[src/rtl/bitonic_batch_ctrl_if.sv]
// Handshake and sorter bus for the bitonic batch controller.
// master = controller side, slave = upstream/sorter/downstream environment.
interface bitonic_batch_ctrl_if #(
  parameter int NUM_ELEMENTS = 16,
  parameter int DATA_W       = 32
);
  logic                           in_valid;
  logic                           in_ready;
  logic [DATA_W-1:0]              in_data;
  logic                           in_last;
  logic                           sort_launch;
  logic [NUM_ELEMENTS*DATA_W-1:0] sort_vec;
  logic [NUM_ELEMENTS*DATA_W-1:0] sort_res;
  logic                           out_valid;
  logic                           out_ready;
  logic [DATA_W-1:0]              out_data;
  logic                           out_last;

  modport master (
    input  in_valid, in_data, in_last, sort_res, out_ready,
    output in_ready, sort_launch, sort_vec, out_valid, out_data, out_last
  );

  modport slave (
    output in_valid, in_data, in_last, sort_res, out_ready,
    input  in_ready, sort_launch, sort_vec, out_valid, out_data, out_last
  );
endinterface

[src/rtl/bitonic_batch_ctrl.sv]
// Collects a batch of elements, launches it into an external fixed-latency sorter,
// captures the sorted result and streams back only the real (non-pad) elements.
module bitonic_batch_ctrl #(
  parameter int                NUM_ELEMENTS = 16,
  parameter int                DATA_W       = 32,
  parameter int                SORT_LATENCY = 3,
  parameter logic [DATA_W-1:0] PAD_VALUE    = '1
) (
  input  logic                clk,
  input  logic                rst_n,
  bitonic_batch_ctrl_if.master bus,
  output logic                busy,
  output logic [15:0]         batch_cnt
);
  localparam int AW = $clog2(NUM_ELEMENTS);
  localparam int CW = AW + 1;
  localparam int LW = $clog2(SORT_LATENCY + 2);

  typedef enum logic [1:0] {S_FILL, S_LAUNCH, S_WAIT, S_DRAIN} state_e;

  state_e            state_q, state_d;
  logic [CW-1:0]     cnt_q, cnt_d;
  logic [AW-1:0]     idx_q, idx_d;
  logic [LW-1:0]     lat_q, lat_d;
  logic [15:0]       batch_cnt_q, batch_cnt_d;
  logic [DATA_W-1:0] buf_q [NUM_ELEMENTS];
  logic              wr_en, cap_en, last_beat;

  always_ff @(posedge clk or negedge rst_n) begin
    if (!rst_n) begin
      state_q     <= S_FILL;
      cnt_q       <= '0;
      idx_q       <= '0;
      lat_q       <= '0;
      batch_cnt_q <= '0;
    end else begin
      state_q     <= state_d;
      cnt_q       <= cnt_d;
      idx_q       <= idx_d;
      lat_q       <= lat_d;
      batch_cnt_q <= batch_cnt_d;
    end
  end

  // Data storage carries no reset; contents are masked by cnt until rewritten.
  always_ff @(posedge clk) begin
    if (wr_en) begin
      buf_q[cnt_q[AW-1:0]] <= bus.in_data;
    end else if (cap_en) begin
      for (int i = 0; i < NUM_ELEMENTS; i++) begin
        buf_q[i] <= bus.sort_res[i*DATA_W +: DATA_W];
      end
    end
  end

  assign last_beat = ({1'b0, idx_q} == (cnt_q - 1'b1));

  always_comb begin
    state_d         = state_q;
    cnt_d           = cnt_q;
    idx_d           = idx_q;
    lat_d           = lat_q;
    batch_cnt_d     = batch_cnt_q;
    wr_en           = 1'b0;
    cap_en          = 1'b0;
    bus.in_ready    = 1'b0;
    bus.sort_launch = 1'b0;
    bus.out_valid   = 1'b0;
    bus.out_last    = 1'b0;
    case (state_q)
      S_FILL: begin
        bus.in_ready = 1'b1;
        if (bus.in_valid) begin
          wr_en = 1'b1;
          cnt_d = cnt_q + 1'b1;
          if (bus.in_last || (cnt_d == CW'(NUM_ELEMENTS))) begin
            state_d = S_LAUNCH;
          end
        end
      end
      S_LAUNCH: begin
        bus.sort_launch = 1'b1;
        // A zero-latency sorter answers in the launch cycle itself.
        if (SORT_LATENCY == 0) begin
          cap_en  = 1'b1;
          state_d = S_DRAIN;
        end else begin
          lat_d   = LW'(SORT_LATENCY);
          state_d = S_WAIT;
        end
      end
      S_WAIT: begin
        lat_d = lat_q - 1'b1;
        if (lat_q == LW'(1)) begin
          cap_en  = 1'b1;
          state_d = S_DRAIN;
        end
      end
      S_DRAIN: begin
        bus.out_valid = 1'b1;
        bus.out_last  = last_beat;
        if (bus.out_ready) begin
          idx_d = idx_q + 1'b1;
          if (last_beat) begin
            batch_cnt_d = batch_cnt_q + 1'b1;
            cnt_d       = '0;
            idx_d       = '0;
            state_d     = S_FILL;
          end
        end
      end
      default: state_d = S_FILL;
    endcase
  end

  // Slots beyond the fill count are presented as PAD_VALUE so they sort last.
  logic [NUM_ELEMENTS*DATA_W-1:0] sort_vec_w;
  for (genvar gi = 0; gi < NUM_ELEMENTS; gi++) begin : g_slot
    assign sort_vec_w[gi*DATA_W +: DATA_W] = (CW'(gi) < cnt_q) ? buf_q[gi] : PAD_VALUE;
  end

  assign bus.sort_vec = sort_vec_w;
  assign bus.out_data = buf_q[idx_q];
  assign busy         = !((state_q == S_FILL) && (cnt_q == '0));
  assign batch_cnt    = batch_cnt_q;
endmodule

[src/flat_wrapper.sv]
// flat-port wrapper written by rule: the top's interface ports become plain ports
module bitonic_batch_ctrl_flat 
#(
  parameter int                NUM_ELEMENTS = 16,
  parameter int                DATA_W       = 32,
  parameter int                SORT_LATENCY = 3,
  parameter logic [DATA_W-1:0] PAD_VALUE    = '1
)
  (clk, rst_n, busy, batch_cnt, bus_in_valid, bus_in_data, bus_in_last, bus_sort_res, bus_out_ready, bus_in_ready, bus_sort_launch, bus_sort_vec, bus_out_valid, bus_out_data, bus_out_last);
  bitonic_batch_ctrl_if #(.NUM_ELEMENTS(NUM_ELEMENTS), .DATA_W(DATA_W)) bus_i ();
  input  logic clk;
  input  logic rst_n;
  output logic busy;
  output logic [15:0] batch_cnt;
  input wire logic [$bits(bus_i.in_valid)-1:0] bus_in_valid;
  input wire logic [$bits(bus_i.in_data)-1:0] bus_in_data;
  input wire logic [$bits(bus_i.in_last)-1:0] bus_in_last;
  input wire logic [$bits(bus_i.sort_res)-1:0] bus_sort_res;
  input wire logic [$bits(bus_i.out_ready)-1:0] bus_out_ready;
  output wire logic [$bits(bus_i.in_ready)-1:0] bus_in_ready;
  output wire logic [$bits(bus_i.sort_launch)-1:0] bus_sort_launch;
  output wire logic [$bits(bus_i.sort_vec)-1:0] bus_sort_vec;
  output wire logic [$bits(bus_i.out_valid)-1:0] bus_out_valid;
  output wire logic [$bits(bus_i.out_data)-1:0] bus_out_data;
  output wire logic [$bits(bus_i.out_last)-1:0] bus_out_last;
  assign bus_i.in_valid = bus_in_valid;
  assign bus_i.in_data = bus_in_data;
  assign bus_i.in_last = bus_in_last;
  assign bus_i.sort_res = bus_sort_res;
  assign bus_i.out_ready = bus_out_ready;
  assign bus_in_ready = bus_i.in_ready;
  assign bus_sort_launch = bus_i.sort_launch;
  assign bus_sort_vec = bus_i.sort_vec;
  assign bus_out_valid = bus_i.out_valid;
  assign bus_out_data = bus_i.out_data;
  assign bus_out_last = bus_i.out_last;
  bitonic_batch_ctrl #(.NUM_ELEMENTS(NUM_ELEMENTS), .DATA_W(DATA_W), .SORT_LATENCY(SORT_LATENCY), .PAD_VALUE(PAD_VALUE)) u_core (.clk(clk), .rst_n(rst_n), .bus(bus_i), .busy(busy), .batch_cnt(batch_cnt));
endmodule
[config.mk]
export PLATFORM = sky130hd
export DESIGN_NAME = bitonic_batch_ctrl_flat
export DESIGN_NICKNAME = d
export VERILOG_FILES = /design/src/rtl/bitonic_batch_ctrl_if.sv /design/src/rtl/bitonic_batch_ctrl.sv /design/src/flat_wrapper.sv
export SDC_FILE = /design/constraint.sdc
export NUM_CORES = 1
export LEC_CHECK = 0
export CAP_MARGIN = 20
export CORE_AREA = 5 5 430 432
export DETAILED_ROUTE_END_ITERATION = 10
export DIE_AREA = 0 0 435 437
export GPL_ROUTABILITY_DRIVEN = 0
export GPL_TIMING_DRIVEN = 0
export RECOVER_POWER = 25
export SLEW_MARGIN = 20
export SYNTH_ARGS = -nofsm -noshare
export SYNTH_HDL_FRONTEND = slang
export SYNTH_SLANG_ARGS = --single-unit
[constraint.sdc]
create_clock -name clk -period 8.25 [get_ports clk]
set_clock_uncertainty 0.1 [all_clocks]
set_input_delay 2.475 -clock clk [delete_from_list [all_inputs] [get_ports clk]]
set_output_delay 2.475 -clock clk [all_outputs]
set_load 0.02 [all_outputs]
### Yosys cells after proc, flatten, opt, wreduce, memory -nomap -nowiden

Memory sizes are Yosys's and may differ from the RTL's.
Cells that the tools add are included.

| storage, ports and cells | value |
|---|---|
| memories kept | 1 |
| flip-flop bits (word level) | 30 |
| bits in writable memories | 512 |
| output and inout bits | 565 |

Memories:

| memory | words | width | read ports | clocked after memory_dff | wr ports | RTL line | source |
|---|---|---|---|---|---|---|---|
| u_core.buf_q | 16 | 32 | 17 | 0 | 16 | bitonic_batch_ctrl.sv:26 | `logic [DATA_W-1:0] buf_q [NUM_ELEMENTS];` |

| cells by class | value |
|---|---|
| equality and inequality tests | 11 |
| muxes and demuxes | 44 |
| reduce and logical (&&, ||, !) cells | 12 |
| add/subtract/negate cells | 5 |
| order comparisons | 16 |

Operators with widths:

| kind | number |
|---|---|
| $mux W32 | 17 |
| $lt A4 B5 Y1 const A | 8 |
| $reduce_or A32 Y1 | 1 |
| $lt A3 B5 Y1 const A | 4 |
| $add A16 B1 Y16 const B | 1 |
| $mux W5 | 3 |
| $mux W1 | 14 |
| $lt A1 B5 Y1 const A | 2 |
| $lt A2 B5 Y1 const A | 2 |
| $mux W2 | 5 |
| $pmux W5 S2 | 1 |
| $mux W4 | 2 |
| $pmux W2 S4 | 1 |
| $ne A2 B1 Y1 const B | 3 |
| $pmux W3 S2 | 1 |
| $add A5 B1 Y5 const B | 1 |
| $eq A4 B5 Y1 | 1 |
| $eq A5 B5 Y1 const B | 1 |
| $logic_not A5 Y1 | 1 |
| $reduce_and A5 Y1 | 1 |
| $sub A5 B1 Y5 const B | 1 |
| $add A4 B1 Y4 const B | 1 |
| $eq A2 B2 Y1 const B | 2 |
| $ne A2 B2 Y1 const B | 2 |
| 11 further kinds | 12 |

### Depth between registers and ports, before layout

Gate-level depths: netlist of run 1.

| logic depth | value |
|---|---|
| word-level depth | 8 |
| depth in mapped cells | 10 |
| mapped depth without buffers | 7 |

### Worst setup path before layout of run 1

Ideal clock, no wire load.

| timing | value |
|---|---|
| kind | input-to-reg |
| from | in bus_in_valid |
| to | mem u_core.buf_q[3][0], enable pin |
| arrival | 4.940 ns |
| setup slack | 2.744 ns |
| stages | 2 |
| buffers on the path | 0 |
| library setup time | 0.466 ns |
| cells stage by stage | nand3_1 o21ai_0 |

RTL lines:

| element | RTL line | source |
|---|---|---|
| start, declared | flat_wrapper.sv:15 | `input wire logic [$bits(bus_i.in_valid)-1:0] bus_in_valid;` |
| end, declared | bitonic_batch_ctrl.sv:26 |  |

### Final worst setup path of run 1

| timing | value |
|---|---|
| from | reg u_core.idx_q[1] |
| to | out bus_out_data[22] |

| on the way | value |
|---|---|
| cells in the longest elaborated chain, start to end | 1 |

Ends and longest elaborated chain:

| element | RTL line | source |
|---|---|---|
| start, declared | bitonic_batch_ctrl.sv:23 | `logic [AW-1:0] idx_q, idx_d;` |
| start signal, assigned | bitonic_batch_ctrl.sv:39 | `idx_q <= idx_d;` |
| $mem_v2 Z16 W32 | - |  |
| end, declared | flat_wrapper.sv:24 | `output wire logic [$bits(bus_i.out_data)-1:0] bus_out_data;` |

No other way between the ends.

==> results of run 1 <==
## area by class of cell
type	instances	area [sq um]	area share [%]
sequential	542	16100	34.1
tap	2370	2970	6.28
buffer	224	941	1.99
clock buffer	91	1970	4.17
inverter	14	52.6	0.111
timing repair buffer	1180	12500	26.4
clock inverter	42	467	0.988
antenna	36	90.1	0.191
multi-input combinational	1401	12100	25.7
## cells in the mapped netlist (2+ instances only)
cell type | count | share of area [%]
buf_2 | 25 | 0.43
o21ai_0 | 27 | 0.46
a21o_1 | 513 | 13
nor3_1 | 9 | 0.15
inv_1 | 14 | 0.18
a22o_1 | 2 | 0.060
dfrtp_1 | 30 | 2.6
nand3_1 | 17 | 0.29
buf_6 | 2 | 0.077
o21a_1 | 3 | 0.077
nand4_1 | 2 | 0.043
ha_1 | 12 | 0.52
o22ai_1 | 2 | 0.043
nand2_1 | 22 | 0.28
nor4_1 | 6 | 0.13
xnor2_1 | 4 | 0.12
clkbuf_1 | 193 | 2.5
nor2_1 | 16 | 0.21
o2bb2ai_1 | 2 | 0.060
or2_2 | 354 | 7.6
edfxtp_1 | 512 | 53
buf_1 | 3 | 0.039
nand2b_1 | 154 | 3.3
and3_1 | 5 | 0.11
mux4_2 | 160 | 12
or2b_1 | 12 | 0.31
and2_1 | 34 | 0.73
xor2_1 | 15 | 0.45
nor2b_1 | 3 | 0.064
a21oi_1 | 11 | 0.19
a31oi_1 | 2 | 0.043
## per-stage QoR
step	area, sq um	utilization [%]	worst slack (ps)	setup TNS [ps]
after detailed placement	45100	25.0	1230	0
after floorplan	29100	-	2740	0
final	47200	26.2	825	0
after CTS	47500	26.4	567	0
after global routing	47200	26.2	572	0
after global placement	43200	24.0	-3800	-1275440
## kinds of logic after synthesis
logic type | synth area share (%)
fa+ha+maj | 0.516
compound gates | 14.4
buf+inv | 3.24
flops | 55.4
xor+xnor | 0.628
mux | 12.5
simple gates | 13.4
## power breakdown
group          switching [W]  internal (W)
clock network        0.00146       0.00193
logic                0.00523       0.00316
registers           0.000171       0.00335
total                0.00687       0.00844
## flip-flops by register name, indices dropped and copies added (netlist names)
| register | cells |
|---|---|
| u_core.buf_q | 512 |
| u_core.state_q | 2 |
| u_core.idx_q | 4 |
| u_core.cnt_q | 5 |
| u_core.batch_cnt | 16 |
| u_core.lat_q | 3 |
## worst max-delay path by stage
stage	startpoint	end	slack, ps
2_1_floorplan	bus_in_valid	u_core.buf_q[3][0]$_DFFE_PP_	2740
5_1_grt	u_core.cnt_q[3]$_DFFE_PN0P_	bus_sort_vec[84]	570
6_report	u_core.idx_q[1]$_DFFE_PN0P_	bus_out_data[22]	830
3_5_place_dp	bus_in_valid	u_core.buf_q[6][13]$_DFFE_PP_	1230
3_3_place_gp	bus_in_valid	u_core.buf_q[9][10]$_DFFE_PP_	-3800
4_1_cts	u_core.cnt_q[3]$_DFFE_PN0P_	bus_sort_vec[84]	570
## per-layer routing
layer  vias up  share of wire, %  GRT usage [%]  routed length [um]
li1      10600                 -              -                   -
met1     14100                35           27.5               85800
met2      2207                49           42.9              122000
met3       427                10           8.35               25700
met4        14               5.4           11.7               13200
met5         -             0.045          0.126                 110
==> metrics.txt, run 1 <==
failing checks capacitance limit, slew limit; endpoints failing setup 0; f_max 0.135 GHz; final hold slack 364 ps; fin cells 5,900; ANT nets after route 0; Worst-Margin Slew 2520 ps; Setup Buffers After CTS 0; critical path's top delay family buffers and inverters; Die H 437 um; CTS HTree Levels 3; largest net degree at the start of global routing 31; sequential share of the synthesized area 55.4%; Crit Path Category reg -> out; via count 27,400; fin. max-slew vios 86; CTS buffer count 73; worst min-delay path startpoint u_core.batch_cnt[15]$_DFFE_PN0P_; total power 0.0153 W; Area growth syn-to-layout 62.3%; die footprint 190,000 sq um; Leakage Power 17.9 nW; WL per Instance 41.8 um; Crit Reg-Reg Startpoint u_core.state_q[0]$_DFFE_PN0P_; status finished, violations left; Rows 156; drt total wl 246 mm; period utilization 90.0%; chip width 435 um; library cells used by synthesis 46; Critical Path RT 5680 ps; Final HPWL DP 208 mm; vias per inst 4.64; number of DRC markers in iteration 0 3,294; leading cell type in the layout, fill and taps excluded clkdlybuf4s50_1; global-route wire length before repair 306 mm; Worst slew margin -69.7%; DRC Markers 0; Crit-path slowest cell clkbuf_1; Ys Warns 0; max cap viols 11; Crit. End Element output port; CP arrival 4850 ps; PostCTS Resize Cnt 0; port bufs 1,113; first-pass iteration count of the detailed router 6; insertion delay to the later sink of the worst-skew pair 700 ps; Fill cells 18,900; CTS root buf clkbuf_16; Hold Path Class reg -> reg; initial core utilization 16.2%; most frequent cells in the layout 1,090 x clkdlybuf4s50_1, 513 x a21o_1, 512 x edfxtp_1; worst r2r dst u_core.buf_q[10][10]$_DFFE_PP_; CP Cell Sequence clkbuf_1 > clkbuf_2 > clkbuf_1 > mux4_2 > mux4_2 > clkdlybuf4s50_1; initial antenna violation count 79; CTS max path bufs 3; Syn Std Cell Area 29,100 sq um; PD cells 324 nW/um^2; share of cells above drive strength 1 22.0%; Total GRT Usage 24.8%; Crit Path Max Fanout 10; CTS tree yes; vias in the first global route 27,700; I/O pins 1,114; Critical Path Stages 6; max incr delay on CP 940 ps; core area 180,000 sq um; fin nets 3,997; Hold Path End u_core.batch_cnt[15]$_DFFE_PN0P_; #FFs+latches synth 542; startpoint types register; worst r2r path cells 8; cts hold-fix bufs 0; R2R Setup Slk 2270 ps; Post-synth EDFFs 512; syn avg cell area 13.3 sq um; RSZ-0062 raised after global routing false; Post-Synthesis Cells 2,181; Worst-path clk slew 50 ps; asr flop ratio synth 5.54%; Final Hold Vio Count 0; hold-critical path depth 1; Synthesized Nets 2,742; Placed Cells 5,730; Peak supply drop 0.000164 V; Buf/Inv on CP 4; Tmin final 7420 ps; predominant post-synthesis flop cell edfxtp_1; GR Overflow Total 0; clock sink count 542
Power figures use the tool's default switching activity.
==> run 2: changes to the inputs <==
--- a/config.mk
+++ b/config.mk
@@ -6,13 +6,16 @@
 export NUM_CORES = 1
 export LEC_CHECK = 0
 export CAP_MARGIN = 20
-export CORE_AREA = 5 5 430 432
+export CELL_PAD_IN_SITES_DETAIL_PLACEMENT = 1
+export CELL_PAD_IN_SITES_GLOBAL_PLACEMENT = 2
+export CORE_AREA = 5 5 431 433
 export DETAILED_ROUTE_END_ITERATION = 10
-export DIE_AREA = 0 0 435 437
+export DIE_AREA = 0 0 436 438
 export GPL_ROUTABILITY_DRIVEN = 0
 export GPL_TIMING_DRIVEN = 0
+export PLACE_DENSITY_LB_ADDON = 0.1
 export RECOVER_POWER = 25
-export SLEW_MARGIN = 20
+export SLEW_MARGIN = 30
 export SYNTH_ARGS = -nofsm -noshare
 export SYNTH_HDL_FRONTEND = slang
 export SYNTH_SLANG_ARGS = --single-unit
==> run 2 against run 1 <==
The flow still finishes with violations (capacitance limit, slew limit); global-route usage is 0.92 points lower; critical path type unchanged; register-to-register slack better by 410 ps; sequential share of layout area is 0.14 points higher; sequential power is 1% lower; largest cell class unchanged; maximum frequency is 0.63% lower; utilization is 0.33 points lower; setup slack worse by 47 ps; flip-flop and latch count stayed put; combinational power is 4.6% lower.
==> metrics.txt, run 2 (synthesis results as in run 1) <==
WL per Instance 39.9 um; CP arrival 4900 ps; fin cells 5,937; Setup Buffers After CTS 0; clock network fraction of total power 23.7%; setup TNS 0 ps; Worst slew margin -51.2%; Rows 157; vias in the first global route 27,500; cts hold-fix bufs 0; PD cells 320 nW/um^2; period utilization 90.6%; most frequent cells in the layout 1,091 x clkdlybuf4s50_1, 513 x a21o_1, 512 x edfxtp_1; drt total wl 237 mm; Placed Cells 5,740; number of DRC markers in iteration 0 1,486; Tmin final 7470 ps; Crit-path slowest cell o311ai_0; Worst-Margin Slew 2240 ps; CP Cell Sequence clkbuf_1 > inv_1 > ha_1 > xor2_1 > nor3_1 > o311ai_0 > clkbuf_1 > nor2_1 > clkdlybuf4s50_1; ANT nets after route 0; GR Overflow Total 0; Crit Path Category reg -> out; Int Pwr 0.00851 W; initial core utilization 16.0%; Comb pwr share 53.3%; port bufs 1,113; flip-flop and latch area 16,100 sq um; largest net degree at the start of global routing 18; insertion delay to the later sink of the worst-skew pair 690 ps; CTS max path bufs 3; worst r2r dst u_core.buf_q[1][2]$_DFFE_PP_; Crit. End Element output port; DRC Markers 0; Hold Path Class reg -> reg; chip width 436 um; Leakage Power 17.9 nW; initial antenna violation count 109; Sw Ratio 43.5%; global-route wire length before repair 297 mm; Crit Path Max Fanout 10; failing checks capacitance limit, slew limit; max incr delay on CP 1410 ps; CTS HTree Levels 3; Final Hold Vio Count 0; via count 25,100; status finished, violations left; I/O pins 1,114; pre-CTS setup slack 1370 ps; final hold slack 375 ps; RSZ-0062 raised after global routing false; core area 182,000 sq um; worst r2r path cells 8; Die H 438 um; vias per inst 4.23; share of cells above drive strength 1 21.0%; Peak supply drop 0.000135 V; leading cell type in the layout, fill and taps excluded clkdlybuf4s50_1; fin. max-slew vios 40; net switching power 0.00654 W; Worst-path clk slew 60 ps; Fill cells 19,900; first-pass iteration count of the detailed router 5; CTS tree yes; Area growth syn-to-layout 61.7%; R2R Setup Slk 2680 ps; Worst Slack Setup Final 778 ps; Final HPWL DP 195 mm; fin nets 3,997; Critical Path RT 5680 ps; hold-critical path depth 1; Most Frequent Cell on Critical Path clkbuf_1; area used by multi-input combinational logic 12,100 sq um; Crit Reg-Reg Startpoint u_core.state_q[0]$_DFFE_PN0P_; clock sink count 542; CTS buffer count 79; Total GRT Usage 23.9%; Hold Path End u_core.batch_cnt[15]$_DFFE_PN0P_; Core Util, Final 25.9%; Largest register FFs 512; worst min-delay path startpoint u_core.batch_cnt[15]$_DFFE_PN0P_; startpoint types register; die footprint 191,000 sq um; PostCTS Resize Cnt 0; Reg power frac 23.1%; max cap viols 9; endpoints failing setup 0; register with the most flip-flops u_core.buf_q; f_max 0.134 GHz; CTS root buf clkbuf_16
## run 2: cell types whose count changed in the layout (fill, tap and decap cells not counted), sizes merged
cell           delta
clkbuf           +15
dlygate4sd3       -1
clkinv           +10
clkdlybuf4s50     +1
clkinvlp          -5
diode            +15
buf              -13
## run 2: layout make-up
class,instances,area share [%]
diodes,51,0.271
clock inverters,47,0.832
clock buffers,99,4.63
well taps,2385,6.34
inverters,14,0.112
plain buffers,224,1.98
flip-flops and latches,542,34.3
multi-input cells,1401,25.6
repair buffers,1174,26.0
## run 2: metrics by stage
| stage | total power [W] | instance area, sq um |
|---|---|---|
| 2_1_floorplan | 0.00693 | 29100 |
| 6_report | 0.0150 | 47100 |
| 3_3_place_gp | 0.0117 | 43200 |
| 3_5_place_dp | 0.0119 | 45100 |
| 4_1_cts | 0.0155 | 47700 |
| 5_1_grt | 0.0156 | 47000 |
## run 2: layer usage
metal	GRT usage (%)	wire length (um)
met5	0	267
met4	11.0	11000
met3	6.87	15500
met2	43.7	124000
met1	25.4	85700
## run 2: worst max path at each step
stage / cells past startpoint / end / start
floorplan: 2 / u_core.buf_q[3][0]$_DFFE_PP_ / bus_in_valid
global placement: 3 / u_core.buf_q[9][5]$_DFFE_PP_ / bus_in_valid
detailed placement: 6 / bus_out_data[5] / u_core.idx_q[1]$_DFFE_PN0P_
CTS: 8 / bus_sort_vec[82] / u_core.cnt_q[3]$_DFFE_PN0P_
global route: 9 / bus_out_last / u_core.cnt_q[1]$_DFFE_PN0P_
finish: 9 / bus_out_last / u_core.cnt_q[1]$_DFFE_PN0P_
## run 2: critical path: cells and delay by family (launching register included)
| kind | cells | cell delay (ps) |
|---|---|---|
| compound gates | 1 | 1410 |
| xor+xnor | 1 | 190 |
| buf+inv | 4 | 1670 |
| flops | 1 | 460 |
| fa+ha+maj | 1 | 330 |
| simple gates | 2 | 130 |
## run 2: power groups by stage
stage,Clock [W],Combinational [W],Sequential [W]
floorplan,0,0.00344,0.00349
global placement,0,0.00807,0.00360
detailed placement,0,0.00836,0.00352
CTS,0.00367,0.00840,0.00347
global route,0.00376,0.00834,0.00349
finish,0.00356,0.00801,0.00347
==> run 3: changes to the inputs <==
--- a/config.mk
+++ b/config.mk
@@ -15,6 +15,7 @@
 export GPL_TIMING_DRIVEN = 0
 export PLACE_DENSITY_LB_ADDON = 0.1
 export RECOVER_POWER = 25
+export SKIP_CTS_REPAIR_TIMING = 1
 export SLEW_MARGIN = 30
 export SYNTH_ARGS = -nofsm -noshare
 export SYNTH_HDL_FRONTEND = slang
==> results of run 3 <==
The final DEF is identical to that of run 2; final timing and power are the same.
